File: src/rtl/checker_sequencer_pkg.sv
// Shared types and constants for the begin/end checker sequencer.
// Holds the FSM encoding, ASCII keyword letters and the default depth width.
package checker_sequencer_pkg;

  typedef enum logic [1:0] {
    S_IDLE,
    S_STREAM,
    S_FLUSH,
    S_REPORT
  } state_t;

  localparam logic [7:0] CH_SPACE = 8'h20;
  localparam logic [7:0] CH_B     = 8'h62;
  localparam logic [7:0] CH_E     = 8'h65;
  localparam logic [7:0] CH_G     = 8'h67;
  localparam logic [7:0] CH_I     = 8'h69;
  localparam logic [7:0] CH_N     = 8'h6e;
  localparam logic [7:0] CH_D     = 8'h64;
  localparam logic [7:0] CASE_OFS = 8'h20;

  localparam int DEPTH_W_DEF = 16;

  function automatic logic [7:0] to_lower(input logic [7:0] c);
    return (c >= 8'h41 && c <= 8'h5a) ? c + CASE_OFS : c;
  endfunction

endpackage

File: src/rtl/checker_sequencer_scanner.sv
// Per-character word scanner tracking begin/end nesting depth.
// Keyword matches are resolved on the space that terminates a word.
module block_scanner
  import checker_sequencer_pkg::*;
#(
  parameter int DEPTH_W = DEPTH_W_DEF
) (
  input  logic               clk,
  input  logic               reset,
  input  logic               clear,
  input  logic               char_valid,
  input  logic [7:0]         char,
  output logic [DEPTH_W-1:0] depth,
  output logic               underflow,
  output logic               overflow
);

  logic [DEPTH_W-1:0] r_depth;
  logic               r_uf;
  logic               r_of;
  logic [2:0]         r_len;
  logic               r_mb;
  logic               r_me;

  logic [7:0] w_lc;
  logic       w_sp;
  logic       w_b_ok;
  logic       w_e_ok;
  logic       w_hit_b;
  logic       w_hit_e;
  logic       w_frozen;

  assign w_lc = to_lower(char);
  assign w_sp = (char == CH_SPACE);

  always_comb begin
    w_b_ok = 1'b0;
    w_e_ok = 1'b0;
    case (r_len)
      3'd0: begin
        w_b_ok = (w_lc == CH_B);
        w_e_ok = (w_lc == CH_E);
      end
      3'd1: begin
        w_b_ok = (w_lc == CH_E);
        w_e_ok = (w_lc == CH_N);
      end
      3'd2: begin
        w_b_ok = (w_lc == CH_G);
        w_e_ok = (w_lc == CH_D);
      end
      3'd3: w_b_ok = (w_lc == CH_I);
      3'd4: w_b_ok = (w_lc == CH_N);
      default: ;
    endcase
  end

  assign w_hit_b  = w_sp && r_mb && (r_len == 3'd5);
  assign w_hit_e  = w_sp && r_me && (r_len == 3'd3);
  assign w_frozen = r_uf | r_of;

  always_ff @(posedge clk) begin
    if (reset || clear) begin
      r_depth <= '0;
      r_uf    <= 1'b0;
      r_of    <= 1'b0;
      r_len   <= 3'd0;
      r_mb    <= 1'b1;
      r_me    <= 1'b1;
    end else if (char_valid) begin
      if (w_sp) begin
        r_len <= 3'd0;
        r_mb  <= 1'b1;
        r_me  <= 1'b1;
        if (!w_frozen && w_hit_b) begin
          if (r_depth == '1) r_of <= 1'b1;
          else r_depth <= r_depth + 1'b1;
        end
        if (!w_frozen && w_hit_e) begin
          if (r_depth == '0) r_uf <= 1'b1;
          else r_depth <= r_depth - 1'b1;
        end
      end else begin
        r_mb <= r_mb & w_b_ok;
        r_me <= r_me & w_e_ok;
        // saturate: any word longer than 5 already fails both matches
        if (r_len != 3'd7) r_len <= r_len + 3'd1;
      end
    end
  end

  assign depth     = r_depth;
  assign underflow = r_uf;
  assign overflow  = r_of;

endmodule

File: src/rtl/checker_sequencer.sv
// Two-requester string arbiter feeding a begin/end balance scanner.
// Whole strings are granted round-robin; each yields one verdict pulse.
module checker_sequencer
  import checker_sequencer_pkg::*;
#(
  parameter int DEPTH_W = DEPTH_W_DEF
) (
  input  logic       clk,
  input  logic       reset,
  input  logic       req0_valid,
  input  logic [7:0] req0_data,
  input  logic       req0_last,
  output logic       req0_ready,
  input  logic       req1_valid,
  input  logic [7:0] req1_data,
  input  logic       req1_last,
  output logic       req1_ready,
  output logic       busy,
  output logic       done_valid,
  output logic       done_id,
  output logic       done_ok
);

  state_t r_state;
  state_t w_next;
  logic   r_grant;
  logic   r_prio;
  logic   w_pick;
  logic   w_any;

  logic       w_sel_valid;
  logic [7:0] w_sel_data;
  logic       w_sel_last;
  logic       w_stream;
  logic       w_acc;
  logic       w_on;

  logic [DEPTH_W-1:0] w_depth;
  logic               w_uf;
  logic               w_of;
  logic               w_sc_valid;
  logic [7:0]         w_sc_char;

  assign w_any       = req0_valid | req1_valid;
  assign w_sel_valid = r_grant ? req1_valid : req0_valid;
  assign w_sel_data  = r_grant ? req1_data : req0_data;
  assign w_sel_last  = r_grant ? req1_last : req0_last;
  assign w_stream    = (r_state == S_STREAM);
  assign w_acc       = w_stream & w_sel_valid;
  assign w_on        = ~reset;

  always_comb begin
    w_next = r_state;
    w_pick = r_grant;
    unique case (r_state)
      S_IDLE: begin
        if (w_any) begin
          w_next = S_STREAM;
          w_pick = (req0_valid & req1_valid) ? r_prio : req1_valid;
        end
      end
      S_STREAM: if (w_acc && w_sel_last) w_next = S_FLUSH;
      S_FLUSH:  w_next = S_REPORT;
      S_REPORT: w_next = S_IDLE;
      default:  w_next = S_IDLE;
    endcase
  end

  always_ff @(posedge clk) begin
    if (reset) begin
      r_state <= S_IDLE;
      r_grant <= 1'b0;
      r_prio  <= 1'b0;
    end else begin
      r_state <= w_next;
      if (r_state == S_IDLE && w_any) begin
        r_grant <= w_pick;
        r_prio  <= ~w_pick;
      end
    end
  end

  // the flush space closes a trailing keyword with no separator after it
  assign w_sc_valid = w_on & (w_acc | (r_state == S_FLUSH));
  assign w_sc_char  = (r_state == S_FLUSH) ? CH_SPACE : w_sel_data;

  block_scanner #(
    .DEPTH_W(DEPTH_W)
  ) u_scan (
    .clk       (clk),
    .reset     (reset),
    .clear     (r_state == S_REPORT),
    .char_valid(w_sc_valid),
    .char      (w_sc_char),
    .depth     (w_depth),
    .underflow (w_uf),
    .overflow  (w_of)
  );

  assign req0_ready = w_on & w_stream & ~r_grant;
  assign req1_ready = w_on & w_stream & r_grant;
  assign busy       = w_on & (r_state != S_IDLE);
  assign done_valid = w_on & (r_state == S_REPORT);
  assign done_id    = done_valid & r_grant;
  assign done_ok    = done_valid & (w_depth == '0) & ~w_uf & ~w_of;

endmodule
File: config.mk
export PLATFORM = sky130hd
export DESIGN_NAME = checker_sequencer
export DESIGN_NICKNAME = d
export VERILOG_FILES = /design/src/rtl/checker_sequencer_pkg.sv /design/src/rtl/checker_sequencer_scanner.sv /design/src/rtl/checker_sequencer.sv
export SDC_FILE = /design/constraint.sdc
export NUM_CORES = 1
export LEC_CHECK = 0
export CAP_MARGIN = 10
export CORE_MARGIN = 5
export CORE_UTILIZATION = 58
export DETAILED_ROUTE_END_ITERATION = 10
export DONT_BUFFER_PORTS = 1
export PLACE_DENSITY = 0.87
export SLEW_MARGIN = 15
export SYNTH_ARGS = -nofsm -noshare
export SYNTH_HDL_FRONTEND = slang
export SYNTH_HIERARCHICAL = 1
export SYNTH_SLANG_ARGS = --single-unit
File: constraint.sdc
create_clock -name clk -period 2.85 [get_ports clk]
set_clock_uncertainty 0.1 [all_clocks]
set_input_delay 0.285 -clock clk [delete_from_list [all_inputs] [get_ports clk]]
set_output_delay 0.285 -clock clk [all_outputs]
set_load 0.005 [all_outputs]
==> impl_metrics.csv <==
group,metric,value,unit
yosys,synth_compound_area_share,19.6,%
cts,cts_max_path_buffers,2,
status,outcome,"finished, final reports clean",
pwr,power_switching,0.407,mW
yosys,synth_top_family_by_area,"simple AND/OR/NAND/NOR gates",
global_routing,grt_max_degree,18,
floorplanning,die_h,76.2,um
floorplanning,start_util,59.2,%
pwr,max-vdd-ir-drop,213,uV
cts,htreeDepth,1,
pwr,p_int,0.717,mW
yosys,seq_area_frac_synth,21.3,%
global_routing,grt_pass1_wl,10500,um
global_routing,grt_usage,21.1,%
global_routing,grt_overflow_total,0,
yosys,synth_area_per_cell,7.85,um2
yosys,synth_fa_ha_area_share,7.38,%
detailed_routing,drc,0,
finish,final_cell_mix,"nor2_1, dfxtp_1, nand2_1",
yosys,synth_xor_area_share,0.344,%
timing,rsz0062_at_grt,"no",
pwr,powerDensity,419,nW/um2
worst_hold_path,min_path_type,"in2reg",
yosys,synthArstFlopShare,0,%
worst_hold_path,hold_start,"req1_valid",
cts,insertion_delay,0.28,ns
setup_path,start_kind,"register",
setup_path,r2r_start,"r_state[0]$_SDFFE_PP0P_",
floorplanning,coreArea,4290,um2
yosys,synth_nets,361,
cts,cts_tree,"built",
cts,cts.sinks,27,
setup_path,critPathMaxFanout,10,
floorplanning,pin_count,28,
setup_path,startpoint,"r_state[0]$_SDFFE_PP0P_",
cts,clkTransAtPathRegs,0.09,ns
floorplanning,core.rowCount,24,
setup_path,required,2.93,ns
setup_path,critical_path_arrival,2.74,ns
yosys,synth_seq_cells,27,
timing,drv_slew,0,
finish,syn2layout_area_growth,5.61,%
timing,max_freq,0.375,GHz
pwr,swShare,36.2,%
pwr,pwr-share-seq,39.4,%
global_routing,grt_pass1_vias,2265,
floorplanning,die-area,5810,um2
finish,layout-drive-gt1-share,11.7,%
yosys,synth_warnings,6,
detailed_routing,wire_per_inst,17.5,um
finish,layout.nets,363,
yosys,yosys.area_share.simple,37.2,%
yosys,synthCells,324,
timing,post-route-period-util,93.5,%
pwr,clockPowerShare,20.7,%
detailed_routing,routed_wl,6590,um
detailed_routing,drtIter0Drc,355,
finish,n_antenna_cell,0,
timing,hold_viol,0,
cts,cts_buffers,3,
pwr,cellLeakagePower,1.08,nW
yosys,synth_mux_area_share,7.14,%
cts,root_buffer,"clkbuf_8",
global_routing,antenna_found_initial,0,
floorplanning,die_w,76.2,um
detailed_routing,antenna_left,0,
placed_design,place_congestion,1.07,
timing,min_period,2.66,ns
detailed_routing,drt_first_pass_iters,5,
detailed_routing,num_vias,2623,
yosys,syn_area,2540,um2
timing,relSlewSlack,50.5,%
setup_path,critPathKind,"reg2reg",
timing,fin_setup_tns,0,ns
timing,worst_slew_pin_slew,0.739,ns
yosys,synth-edff-count,0,
placed_design,dp_hpwl,4770,um
pwr,comb_power_share,39.9,%
placed_design,port_buffers,0,
yosys,synthFlopType,"dfxtp_1",
detailed_routing,via_per_inst,6.96,
setup_path,cp-end-kind,"register",
yosys,synth_cell_types,67,
timing,finalSetupViolCount,0,
run,drv_cap,0,
pwr,total_power,1.12,mW
what timing repair did:
| item | 4_1_cts | 5_1_grt |
|---|---|---|
| setup endpoints to repair | 0 | 11 |
| hold endpoints to repair | 3 | 0 |
| hold buffers | 1 | 0 |
| setup buffers | 0 | 1 |
| gates resized for setup | 0 | 4 |
Yosys cell counts (all sizes together) (5+ instances only):
| cell | n | share of area (%) |
|---|---|---|
| clkbuf | 16 | 2.9 |
| o21ai | 7 | 1.4 |
| a211oi | 6 | 1.8 |
| inv | 16 | 2.4 |
| or3 | 13 | 3.2 |
| nor4 | 15 | 5.0 |
| nand2 | 23 | 3.4 |
| and2 | 7 | 1.8 |
| nand4 | 11 | 2.7 |
| ha | 15 | 7.4 |
| or4 | 5 | 1.6 |
| and3 | 10 | 2.6 |
| mux2i | 17 | 6.7 |
| nor3b | 5 | 1.5 |
| a22oi | 6 | 1.8 |
| nor3 | 9 | 1.8 |
| a21oi | 10 | 2.0 |
| nand3 | 13 | 2.8 |
| nor2 | 27 | 4.0 |
| dfxtp | 27 | 21 |
| and4 | 6 | 2.1 |
final timing paths:
path,slack [ns],cells after the start,endpoint
max,0.19,8,u_scan/depth[14]$_SDFFE_PP0P_
min,0.03,1,r_prio$_SDFFE_PP0P_
min reg2reg,0.41,1,r_prio$_SDFFE_PP0P_
max reg2reg,0.19,8,u_scan/depth[14]$_SDFFE_PP0P_
through the flow:
step	hold WS, ns	std cells	worst slack, ns	util, %	instance area (um2)
after floorplan	0.300	324	0.0572	-	2540
after global placement	0.265	371	0.164	60.7	2610
after detailed placement	0.268	371	0.109	60.7	2610
after CTS	0.0258	376	0.0819	62.0	2660
after global routing	0.0192	377	0.0124	62.5	2690
final	0.0320	377	0.186	62.5	2690
flip-flops by register name, indices dropped and copies added, names as in the netlist:
name,flops
r_grant,1
r_prio,1
r_state,2
u_scan/depth,16
u_scan/overflow,1
u_scan/r_len,3
u_scan/r_mb,1
u_scan/r_me,1
u_scan/underflow,1
power groups by stage:
| stage | sequential [mW] | combinational, mW | clock, mW |
|---|---|---|---|
| 2_1_floorplan | 0.435 | 0.359 | 0 |
| 3_3_place_gp | 0.448 | 0.424 | 0 |
| 3_5_place_dp | 0.451 | 0.437 | 0 |
| 4_1_cts | 0.442 | 0.442 | 0.238 |
| 5_1_grt | 0.449 | 0.503 | 0.249 |
| 6_report | 0.443 | 0.449 | 0.232 |
cell type report:
cell class                 instances  area, um2
multi-input combinational        260       1840
fill                             360       1610
sequential                        27        542
timing repair buffer              18        138
tap                               52       65.1
inverter                          16       60.1
clock buffer                       4       45.0
worst max-delay path, stage by stage (launching register included):
cell	delay (ns)
dfxtp_1	0.34
inv_1	0.13
ha_2	0.29
nor2_1	0.11
nor4_4	0.30
nand4_1	0.22
or4_1	0.55
o311a_1	0.30
o31a_1	0.23
cells by family after synthesis:
group	after synthesis
multiplexers	18
XOR/XNOR	1
buffers and inverters	37
AO/OA/AOI/OAI	68
flip-flops	27
AND/OR/NAND/NOR	158
adder cells (fa/ha/maj)	15
routing by layer:
layer  vias to the layer above  global-route usage (%)  wire [um]
met5                         -                       0          0
met4                         0                    7.69        189
met3                        28                    5.20        700
met2                       164                    33.8       2960
met1                      1186                    27.4       2740
li1                       1245                       -          -
No activity file was read; power rests on OpenSTA's default activity.
